===== src/rtl/uart_cmd_pkg.sv =====
// uart_cmd_pkg: framing constants, command/response codes, parser
// states and the command-to-response lookup.
package uart_cmd_pkg;

  localparam logic [7:0] SYNC_BYTE = 8'hA5;
  localparam logic [7:0] CRC_POLY  = 8'h07;

  localparam logic [7:0] CMD_PING   = 8'h01;
  localparam logic [7:0] CMD_STATUS = 8'h02;
  localparam logic [7:0] CMD_WRITE  = 8'h10;

  localparam logic [7:0] RSP_PING    = 8'hFF;
  localparam logic [7:0] RSP_STATUS  = 8'hFE;
  localparam logic [7:0] RSP_CRC_ERR = 8'hFD;
  localparam logic [7:0] RSP_CMD_ERR = 8'hFC;
  localparam logic [7:0] RSP_OK      = 8'hFB;

  typedef enum logic [2:0] {
    S_IDLE,
    S_CMD,
    S_LEN,
    S_PAYLOAD,
    S_CRC,
    S_CHECK,
    S_COMMIT,
    S_RESP
  } state_t;

  function automatic logic [7:0] rsp_for(
    input logic [7:0] cmd
  );
    logic [7:0] r;
    r = RSP_CMD_ERR;
    unique case (1'b1)
      cmd == CMD_PING:   r = RSP_PING;
      cmd == CMD_STATUS: r = RSP_STATUS;
      cmd == CMD_WRITE:  r = RSP_OK;
      default:           r = RSP_CMD_ERR;
    endcase
    return r;
  endfunction

  function automatic logic is_known(
    input logic [7:0] cmd
  );
    return rsp_for(cmd) != RSP_CMD_ERR;
  endfunction

endpackage


===== src/rtl/crc8_step.sv =====
// crc8_step: one-byte CRC-8 update, MSB first, no reflection.
module crc8_step
  import uart_cmd_pkg::*;
(
  input  logic [7:0] crc,
  input  logic [7:0] data,
  output logic [7:0] crc_next
);

  always_comb begin
    crc_next = crc ^ data;
    for (int i = 0; i < 8; i++) begin
      if (crc_next[7])
        crc_next = {crc_next[6:0], 1'b0} ^ CRC_POLY;
      else
        crc_next = {crc_next[6:0], 1'b0};
    end
  end

endmodule


===== src/rtl/uart_cmd_parser.sv =====
// uart_cmd_parser: frames, CRC-checks and commits UART commands.
// Optional inter-byte timeout: define UART_CMD_TIMEOUT_EN.
module uart_cmd_parser
  import uart_cmd_pkg::*;
#(
  parameter int MAX_LEN     = 16,
  parameter int TIMEOUT_CYC = 100000,
  parameter int WR_GAP      = 64
) (
  input  logic       clk,
  input  logic       rst,
  input  logic [7:0] rx_data,
  input  logic       rx_valid,
  output logic       pl_we,
  output logic [7:0] pl_addr,
  output logic [7:0] pl_data,
  output logic [7:0] cmd_code,
  output logic       cmd_valid,
  output logic       wr,
  output logic [7:0] msg,
  output logic       rx_drop
);

  localparam int AW = (MAX_LEN > 1) ? $clog2(MAX_LEN) : 1;
  localparam int GW = $clog2(WR_GAP + 1);

  state_t state, state_d;
  logic [7:0] cmd_r, cmd_d;
  logic [7:0] len_r, len_d;
  logic [7:0] idx_r, idx_d;
  logic [7:0] crc_r, crc_d;
  logic [7:0] nxt_r, nxt_d;
  logic       crc_ok_r, crc_ok_d;
  logic [GW-1:0] gap_r, gap_d;

  logic       pl_we_d, cmd_valid_d;
  logic       wr_d, rx_drop_d;
  logic [7:0] pl_addr_d, pl_data_d;
  logic [7:0] cmd_code_d, msg_d;

  logic       resp_go;
  logic [7:0] resp_code;
  logic [7:0] crc_nx;
  logic       gap_ok;
  logic       tmo_hit;
  logic [7:0] pl_buf [2**AW];

  crc8_step u_crc (
    .crc      (crc_r),
    .data     (rx_data),
    .crc_next (crc_nx)
  );

  // Gap is judged at the cycle the new wr would become visible.
  assign gap_ok = gap_r >= GW'(WR_GAP - 1);

`ifdef UART_CMD_TIMEOUT_EN
  logic        in_frame;
  logic [31:0] tmo_r;

  assign in_frame = state inside
    {S_CMD, S_LEN, S_PAYLOAD, S_CRC};
  assign tmo_hit = in_frame && !rx_valid &&
    (tmo_r == 32'(TIMEOUT_CYC - 1));

  always_ff @(posedge clk) begin
    if (rst || !in_frame || rx_valid)
      tmo_r <= '0;
    else
      tmo_r <= tmo_r + 32'd1;
  end
`else
  assign tmo_hit = (TIMEOUT_CYC < 0);
`endif

  always_ff @(posedge clk) begin
    if (state == S_PAYLOAD && rx_valid)
      pl_buf[idx_r[AW-1:0]] <= rx_data;
  end

  always_comb begin
    state_d     = state;
    cmd_d       = cmd_r;
    len_d       = len_r;
    idx_d       = idx_r;
    crc_d       = crc_r;
    nxt_d       = nxt_r;
    crc_ok_d    = crc_ok_r;
    pl_we_d     = 1'b0;
    pl_addr_d   = pl_addr;
    pl_data_d   = pl_data;
    cmd_code_d  = cmd_code;
    cmd_valid_d = 1'b0;
    wr_d        = 1'b0;
    msg_d       = msg;
    rx_drop_d   = 1'b0;
    resp_go     = 1'b0;
    resp_code   = nxt_r;
    unique case (state)
      S_IDLE: begin
        if (rx_valid && rx_data == SYNC_BYTE) begin
          crc_d   = '0;
          state_d = S_CMD;
        end
      end
      S_CMD: begin
        if (rx_valid) begin
          cmd_d   = rx_data;
          crc_d   = crc_nx;
          state_d = S_LEN;
        end
      end
      S_LEN: begin
        if (rx_valid) begin
          len_d = rx_data;
          crc_d = crc_nx;
          idx_d = '0;
          if (rx_data > 8'(MAX_LEN)) begin
            resp_go   = 1'b1;
            resp_code = RSP_CMD_ERR;
          end else if (rx_data == 8'd0) begin
            state_d = S_CRC;
          end else begin
            state_d = S_PAYLOAD;
          end
        end
      end
      S_PAYLOAD: begin
        if (rx_valid) begin
          crc_d = crc_nx;
          idx_d = idx_r + 8'd1;
          if (idx_r == len_r - 8'd1)
            state_d = S_CRC;
        end
      end
      S_CRC: begin
        if (rx_valid) begin
          crc_ok_d = (rx_data == crc_r);
          state_d  = S_CHECK;
        end
      end
      S_CHECK: begin
        rx_drop_d = rx_valid;
        if (!crc_ok_r) begin
          resp_go   = 1'b1;
          resp_code = RSP_CRC_ERR;
        end else if (!is_known(cmd_r)) begin
          resp_go   = 1'b1;
          resp_code = RSP_CMD_ERR;
        end else if (len_r == 8'd0) begin
          cmd_valid_d = 1'b1;
          cmd_code_d  = cmd_r;
          resp_go     = 1'b1;
          resp_code   = rsp_for(cmd_r);
        end else begin
          // First byte leaves here so commit starts a cycle earlier.
          pl_we_d   = 1'b1;
          pl_addr_d = 8'd0;
          pl_data_d = pl_buf[0];
          idx_d     = 8'd1;
          nxt_d     = rsp_for(cmd_r);
          state_d   = S_COMMIT;
        end
      end
      S_COMMIT: begin
        rx_drop_d = rx_valid;
        if (idx_r < len_r) begin
          pl_we_d   = 1'b1;
          pl_addr_d = idx_r;
          pl_data_d = pl_buf[idx_r[AW-1:0]];
          idx_d     = idx_r + 8'd1;
        end else begin
          cmd_valid_d = 1'b1;
          cmd_code_d  = cmd_r;
          resp_go     = 1'b1;
        end
      end
      S_RESP: begin
        rx_drop_d = rx_valid;
        resp_go   = 1'b1;
      end
      default: state_d = S_IDLE;
    endcase

    if (resp_go) begin
      if (gap_ok) begin
        wr_d    = 1'b1;
        msg_d   = resp_code;
        state_d = S_IDLE;
      end else begin
        nxt_d   = resp_code;
        state_d = S_RESP;
      end
    end
    if (tmo_hit)
      state_d = S_IDLE;

    gap_d = gap_r;
    if (wr_d)
      gap_d = '0;
    else if (gap_r < GW'(WR_GAP))
      gap_d = gap_r + 1'b1;
  end

  always_ff @(posedge clk) begin
    if (rst) begin
      state     <= S_IDLE;
      cmd_r     <= '0;
      len_r     <= '0;
      idx_r     <= '0;
      crc_r     <= '0;
      nxt_r     <= '0;
      crc_ok_r  <= 1'b0;
      gap_r     <= GW'(WR_GAP);
      pl_we     <= 1'b0;
      pl_addr   <= '0;
      pl_data   <= '0;
      cmd_code  <= '0;
      cmd_valid <= 1'b0;
      wr        <= 1'b0;
      msg       <= '0;
      rx_drop   <= 1'b0;
    end else begin
      state     <= state_d;
      cmd_r     <= cmd_d;
      len_r     <= len_d;
      idx_r     <= idx_d;
      crc_r     <= crc_d;
      nxt_r     <= nxt_d;
      crc_ok_r  <= crc_ok_d;
      gap_r     <= gap_d;
      pl_we     <= pl_we_d;
      pl_addr   <= pl_addr_d;
      pl_data   <= pl_data_d;
      cmd_code  <= cmd_code_d;
      cmd_valid <= cmd_valid_d;
      wr        <= wr_d;
      msg       <= msg_d;
      rx_drop   <= rx_drop_d;
    end
  end

endmodule


===== config.mk =====
export PLATFORM = sky130hd
export DESIGN_NAME = uart_cmd_parser
export DESIGN_NICKNAME = d
export VERILOG_FILES = /design/src/rtl/uart_cmd_pkg.sv /design/src/rtl/crc8_step.sv /design/src/rtl/uart_cmd_parser.sv
export SDC_FILE = /design/constraint.sdc
export NUM_CORES = 1
export LEC_CHECK = 0
export CAP_MARGIN = 20
export CORE_MARGIN = 2
export CORE_UTILIZATION = 56
export CTS_BUF_LIST = sky130_fd_sc_hd__clkbuf_4 sky130_fd_sc_hd__clkbuf_8
export DETAILED_ROUTE_END_ITERATION = 10
export PLACE_DENSITY_LB_ADDON = 0.3
export SYNTH_ARGS = -nofsm -noshare
export SYNTH_HDL_FRONTEND = slang
export SYNTH_SLANG_ARGS = --single-unit

===== constraint.sdc =====
create_clock -name clk -period 2.1 [get_ports clk]
set_input_delay 0.42 -clock clk [delete_from_list [all_inputs] [get_ports clk]]
set_output_delay 0.42 -clock clk [all_outputs]
set_load 0.1 [all_outputs]

==> impl_metrics.env, run 1 <==
export IMPL_routedWlPerCell_um=21.6
export IMPL_status="complete, but fails checks"
export IMPL_drv_cap=0
export IMPL_drive_gt1_frac=0.344
export IMPL_drtIter0Drc=632
export IMPL_antenna_found_initial=0
export IMPL_routabilityCongestion=0.955
export IMPL_cts_made_buffers=37
export IMPL_diodes=0
export IMPL_clockBufferDepth=3
export IMPL_cts_max_level=2
export IMPL_fmax_ghz=0.443
export IMPL_dp_hpwl_um=17100
export IMPL_synth_warnings=0
export IMPL_finalPower_mw=13.3
export IMPL_start_util=0.575
export IMPL_p_leak_nw=4.45
export IMPL_synthFlopType="edfxtp_1"
export IMPL_rsz0062_at_grt="yes"
export IMPL_clkTransAtPathRegs_ns=0.06
export IMPL_grt_pass1_wl_um=38800
export IMPL_setup_viol=49
export IMPL_critPathRequiredTime_ns=2.49
export IMPL_instances_no_fill=1183
export IMPL_violations="negative setup slack"
export IMPL_fin_ws_ns=-0.156
export IMPL_clock_tree_root_cell="clkbuf_8"
export IMPL_route_top_layer_used="met4"
export IMPL_io_pins=47
export IMPL_fin_skew_ns=0.0260
export IMPL_cts_tree="yes"
export IMPL_hold_path_class="in -> reg"
export IMPL_grtUsageTotal=0.284
export IMPL_relSlewSlack=0.454
export IMPL_ys_ff_latch=219
export IMPL_io_buffers=46
export IMPL_multi_input_area_um2=3840
export IMPL_vdd_ir_drop_worst_mv=1.04
export IMPL_min_path_cells=3
export IMPL_crit_type="reg -> reg"
export IMPL_slew_viol_final=0
export IMPL_path_max_fanout=5
export IMPL_async_flop_share=0
export IMPL_synth_top_area_frac=0.402
export IMPL_drtPass1Iterations=5
export IMPL_yosys_top_cells_area="edfxtp_1 40%, dfxtp_1 19%, mux4_2 9.4%, nor2_1 3.5%, a21oi_1 2.4%"
export IMPL_synth_seq_area_share=0.592
export IMPL_worst_pin_slew_ns=0.811
export IMPL_netlist_instances=766
export IMPL_mappedNetlistNets=794
export IMPL_drc=0
export IMPL_die_area_um2=18200
export IMPL_clk_latency_ns=0.54
export IMPL_p_per_area_nw_per_um2=1100
export IMPL_grt_pass1_vias=7124
export IMPL_core_area_um2=16600
export IMPL_grt_max_degree=33
export IMPL_clkSinkCount=219
export IMPL_hold_violations=0
export IMPL_ys_types=64
export IMPL_overflow=0
export IMPL_ff2ff_path_depth=11
export IMPL_postRouteAntennaNets=0
export IMPL_regArea_um2=5680
export IMPL_wl_met3_um=2290
export IMPL_final_period_utilization=1.07
export IMPL_synth_edf_count=128
export IMPL_critPathLaunchType="register"
export IMPL_routed_via_density=6.03
export IMPL_row_count=47
export IMPL_wl_met1_um=10300
export IMPL_fin_crit_ns=2.26
export IMPL_avgSynthCellArea_um2=12.5
export IMPL_synth_top_cell_by_area="edfxtp_1"
export IMPL_cp_arrival_ns=2.65
export IMPL_layout_nets=965
export IMPL_vias=7136
export IMPL_drt_wl_total_um=25600
export IMPL_syn_area_um2=9570
export IMPL_fillers=1081
export IMPL_wl_met2_um=12200
export IMPL_dp_cells=1109
export IMPL_die_y_um=135
export IMPL_area_growth_pct=26.4
export IMPL_end_kind="register"
export IMPL_chipWidth_um=135
export IMPL_ctsHoldBuffers=0
registers in the layout, summed over array words and instances (netlist names), 3 cells and up, named ones only:
register,cells
cmd_code,8
cmd_r,8
crc_r,8
gap_r,7
idx_r,8
len_r,8
msg,8
nxt_r,8
pl_addr,8
pl_buf,128
pl_data,8
state,3
kinds of logic after synthesis:
| family | Yosys count | share of synthesized area |
|---|---|---|
| AO/OA/AOI/OAI | 122 | 0.0825 |
| XOR/XNOR | 37 | 0.0339 |
| adder cells (fa/ha/maj) | 17 | 0.0222 |
| buffers and inverters | 66 | 0.0310 |
| flip-flops | 219 | 0.592 |
| multiplexers | 61 | 0.116 |
| AND/OR/NAND/NOR | 244 | 0.122 |
layer usage:
metal / track usage / up-vias
met3: 0.0762 / 61
met2: 0.449 / 345
met4: 0.125 / 0
met1: 0.374 / 3534
li1: - / 3196
met5: 0 / -
layout by cell type (no fill, tap or decap), types with 4 or more instances in the layout:
cell,n
buf_4,154
edfxtp_1,128
nor2_1,87
dfxtp_1,81
nand2_1,54
mux4_2,40
a21oi_1,40
clkbuf_8,38
mux2i_1,21
xnor2_1,20
inv_1,19
nand3_1,19
o21ai_0,18
xor2_1,17
ha_1,16
clkbuf_4,16
nor3_1,15
dfxtp_2,9
and2_1,8
clkdlybuf4s50_1,8
nor3_2,7
clkinv_1,7
buf_12,7
nor2b_1,6
nand4_1,6
a311oi_1,6
a211oi_1,5
a31oi_1,5
nand2b_1,4
a22oi_2,4
a22oi_1,4
or4_4,4
a21oi_2,4
buf_6,4
synthesized netlist by cell type, types with 2 or more instances:
cell type	instances
edfxtp_1	128
dfxtp_1	91
nor2_1	89
nand2_1	54
a21oi_1	45
mux4_2	40
clkbuf_1	33
o21ai_0	22
mux2i_1	21
nor3_1	21
inv_1	20
xnor2_1	20
nand3_1	19
ha_1	17
xor2_1	17
a311oi_1	9
nor2b_1	9
a211oi_1	8
a22oi_1	8
and2_1	8
buf_2	6
nand4_1	6
or4_1	6
a31oi_1	5
nand2b_1	5
or3_1	4
and3_1	3
buf_6	3
nand3b_1	3
nor4_1	3
o22ai_1	3
a31o_2	2
buf_4	2
nand4b_1	2
o2111ai_1	2
o211ai_1	2
o21a_1	2
or2_2	2
worst max-delay path: stages, from the launching register on:
cell      delay (ns)
dfxtp_2         0.33
inv_2           0.05
ha_1            0.29
nor2b_1         0.14
o211ai_1        0.20
a211o_1         0.19
and3_4          0.28
buf_4           0.15
nand2b_4        0.07
buf_4           0.16
a22oi_1         0.21
nor2_1          0.07
timing repair:
item	in CTS	in global routing
buffers inserted	2	5
endpoints found under the hold margin	0	0
setup endpoints to repair	52	63
resized for setup	19	37
pin swaps	10	12
gates cloned	1	1
metrics by stage:
step           setup slack [ns]  TNS [ns]  area (um2)  utilization  hold slack, ns
2_1_floorplan           -0.0862     -1.47        9620            -           0.426
3_3_place_gp             -0.553    -17.34       11000        0.663           0.435
3_5_place_dp             -0.580    -20.71       11000        0.663           0.446
4_1_cts                  -0.108     -1.47       11900        0.714           0.219
5_1_grt                  -0.203     -6.91       12100        0.727           0.276
6_report                 -0.156     -3.90       12100        0.727           0.243
final cells by class:
class | instances | share of cell area
Clock buffer | 54 | 0.0532
Inverter | 20 | 0.00621
Clock inverter | 11 | 0.00827
Timing Repair Buffer | 177 | 0.122
Sequential cell | 219 | 0.470
Multi-Input combinational cell | 482 | 0.318
Tap cell | 220 | 0.0228
worst paths after layout:
| path | slack [ns] | from | end |
|---|---|---|---|
| setup / recovery | -0.16 | len_r[1] | pl_addr[3] |
| hold reg to reg | 0.45 | nxt_r[3] | nxt_r[3] |
| hold / removal | 0.24 | rst | gap_r[6] |
| setup reg to reg | -0.16 | len_r[1] | pl_addr[3] |
where the power goes:
| group | switching, mW | internal [mW] | leakage [nW] | total, mW |
|---|---|---|---|---|
| clock | 1.65 | 2.21 | 0.395 | 3.86 |
| sequential | 0.179 | 4.77 | 1.89 | 4.95 |
| combinational | 2.60 | 1.85 | 2.17 | 4.45 |
(Power assumes the default switching activity.)
==> inputs of run 2 (changes only) <==
- CORE_ASPECT_RATIO: default -> 1.5
==> run 2 against run 1 <==
Against the previous run:
- the flow still finishes with violations (negative setup slack)
- worst hold slack worse by 0.12 ns
- worst setup slack worse by 0.021 ns
- power up 1.0%
==> impl_metrics.env, run 2 (synthesis gave the netlist of run 1 again) <==
export IMPL_reg2reg_from="len_r[1]"
export IMPL_critPathLaunchType="register"
export IMPL_drv_cap=0
export IMPL_drtPass1Iterations=5
export IMPL_cts_tree="yes"
export IMPL_rsz0062_at_grt="yes"
export IMPL_instances_no_fill=1166
export IMPL_die_area_um2=18200
export IMPL_fin_crit_ns=2.28
export IMPL_drtIter0Drc=463
export IMPL_switchingPower_mw=4.42
export IMPL_overflow=0
export IMPL_status="complete, but fails checks"
export IMPL_clk_latency_ns=0.57
export IMPL_crit_chain="inv_4 > ha_4 > nor2b_1 > o211ai_1 > buf_4 > a211o_1 > and3_4 > a21boi_4 > buf_12 > mux2i_1 > nor2_1"
export IMPL_layout_common_cells="155 x buf_4, 128 x edfxtp_1, 84 x nor2_1, 80 x dfxtp_1, 53 x nand2_1"
export IMPL_io_buffers=46
export IMPL_hold_violations=0
export IMPL_hold_path_class="in -> reg"
export IMPL_end_kind="register"
export IMPL_critPathTopFamily="compound AO/OA/AOI/OAI gates"
export IMPL_min_path_cells=2
export IMPL_path_max_fanout=11
export IMPL_fillers=1069
export IMPL_routabilityCongestion=0.914
export IMPL_intPower_mw=8.97
export IMPL_layout_nets=960
export IMPL_io_pins=47
export IMPL_crit_path_max_incr_delay_ns=0.36
export IMPL_finalPower_mw=13.4
export IMPL_antenna_found_initial=0
export IMPL_pwr_share_clk=0.291
export IMPL_cts_made_buffers=30
export IMPL_crit_type="reg -> reg"
export IMPL_clkTransAtPathRegs_ns=0.07
export IMPL_hold_path_endpoint="state[1]"
export IMPL_final_common_cell="buf_4"
export IMPL_slew_viol_final=0
export IMPL_cp_depth=11
export IMPL_start_util=0.571
export IMPL_postRouteAntennaNets=0
export IMPL_multi_input_area_um2=3940
export IMPL_clkSinkCount=219
export IMPL_fin_ws_ns=-0.178
export IMPL_critPathBufInv=3
export IMPL_clock_tree_root_cell="clkbuf_8"
export IMPL_fmax_ghz=0.439
export IMPL_row_count=58
export IMPL_min_from="rst"
export IMPL_p_sw_frac=0.330
export IMPL_drc=0
export IMPL_routed_via_density=6.10
export IMPL_p_per_area_nw_per_um2=1100
export IMPL_fin_skew_ns=0.0132
export IMPL_grt_pass1_vias=7335
export IMPL_worst_pin_slew_ns=0.837
export IMPL_pwr_share_comb=0.337
export IMPL_drt_wl_total_um=25700
export IMPL_setup_viol=54
export IMPL_p_leak_nw=4.44
export IMPL_rrSetupSlack_ns=-0.18
export IMPL_chipWidth_um=111
export IMPL_ff2ff_path_depth=11
export IMPL_relSlewSlack=0.436
export IMPL_routedWlPerCell_um=22.1
export IMPL_grt_max_degree=34
export IMPL_vias=7114
export IMPL_area_growth_pct=27.2
export IMPL_diodes=0
export IMPL_vdd_ir_drop_worst_mv=1.04
export IMPL_die_y_um=164
export IMPL_tns_ns=-4.86
export IMPL_violations="negative setup slack"
export IMPL_seqPwrFrac=0.372
export IMPL_grtUsageTotal=0.277
export IMPL_cts_max_level=1
export IMPL_final_period_utilization=1.08
export IMPL_core_area_um2=16800
export IMPL_cp_arrival_ns=2.73
export IMPL_grt_pass1_wl_um=38800
export IMPL_drive_gt1_frac=0.357
export IMPL_largest_register_ffs=128
export IMPL_slowest_stage="dfxtp_2"
export IMPL_regArea_um2=5680
export IMPL_clockBufferDepth=3
export IMPL_critPathRequiredTime_ns=2.55
export IMPL_dp_cells=1094
export IMPL_worstReg2RegEnd="msg[2]"
export IMPL_dp_hpwl_um=17600
==> run 2: layer usage <==
layer,GRT usage,share of wire,routed length [um],vias up
met1,0.298,0.34,8830,3485
met4,0.153,0.057,1470,0
met2,0.525,0.53,13800,347
met3,0.0362,0.065,1680,107
li1,-,-,-,3175
met5,0,0,0,-
==> run 2: how the worst max path moves through the flow <==
stage | start | to | slack, ns
global route | len_r[1] | msg[2] | -0.25
finish | len_r[1] | msg[2] | -0.18
global placement | rx_data[1] | state[2] | -0.64
floorplan | state[0] | pl_buf[2][0] | -0.09
detailed placement | rx_data[1] | state[2] | -0.69
CTS | len_r[1] | msg[2] | -0.14
==> run 2: area by class of cell <==
type	count	share of cell area
clock inverters	17	0.0192
multi-input cells	482	0.324
clock buffers	39	0.0410
well taps	210	0.0216
inverters	20	0.00637
repair buffers	179	0.121
flip-flops and latches	219	0.467
==> run 2: metrics by stage <==
step | hold WS, ns | cell area (um2) | utilization | setup slack (ns)
6_report | 0.128 | 12200 | 0.726 | -0.178
5_1_grt | 0.117 | 12200 | 0.726 | -0.248
4_1_cts | 0.107 | 12000 | 0.713 | -0.141
3_5_place_dp | 0.449 | 11000 | 0.654 | -0.689
3_3_place_gp | 0.445 | 11000 | 0.654 | -0.636
2_1_floorplan | 0.426 | 9620 | - | -0.0862
==> run 2: power groups by stage <==
stage,logic [mW],clock network [mW],registers [mW]
6_report,4.51,3.90,4.97
5_1_grt,4.75,4.10,4.99
4_1_cts,4.31,3.95,4.96
3_5_place_dp,3.99,0,5.05
3_3_place_gp,3.87,0,5.04
2_1_floorplan,2.02,0,5.66
==> run 2: what timing repair did <==
item,in CTS,in global routing
pin swaps,18,15
hold endpoints to repair,0,0
cloned,2,2
buffers inserted,7,6
resized for setup,42,40
hold buffers,0,0
setup endpoints to repair,58,181
==> run 2: worst register-to-register path, stage by stage, from the launching register on <==
cell,delay [ns]
dfxtp_2,0.36
inv_4,0.05
ha_4,0.25
nor2b_1,0.11
o211ai_1,0.08
buf_4,0.15
a211o_1,0.29
and3_4,0.20
a21boi_4,0.23
buf_12,0.17
mux2i_1,0.21
nor2_1,0.06
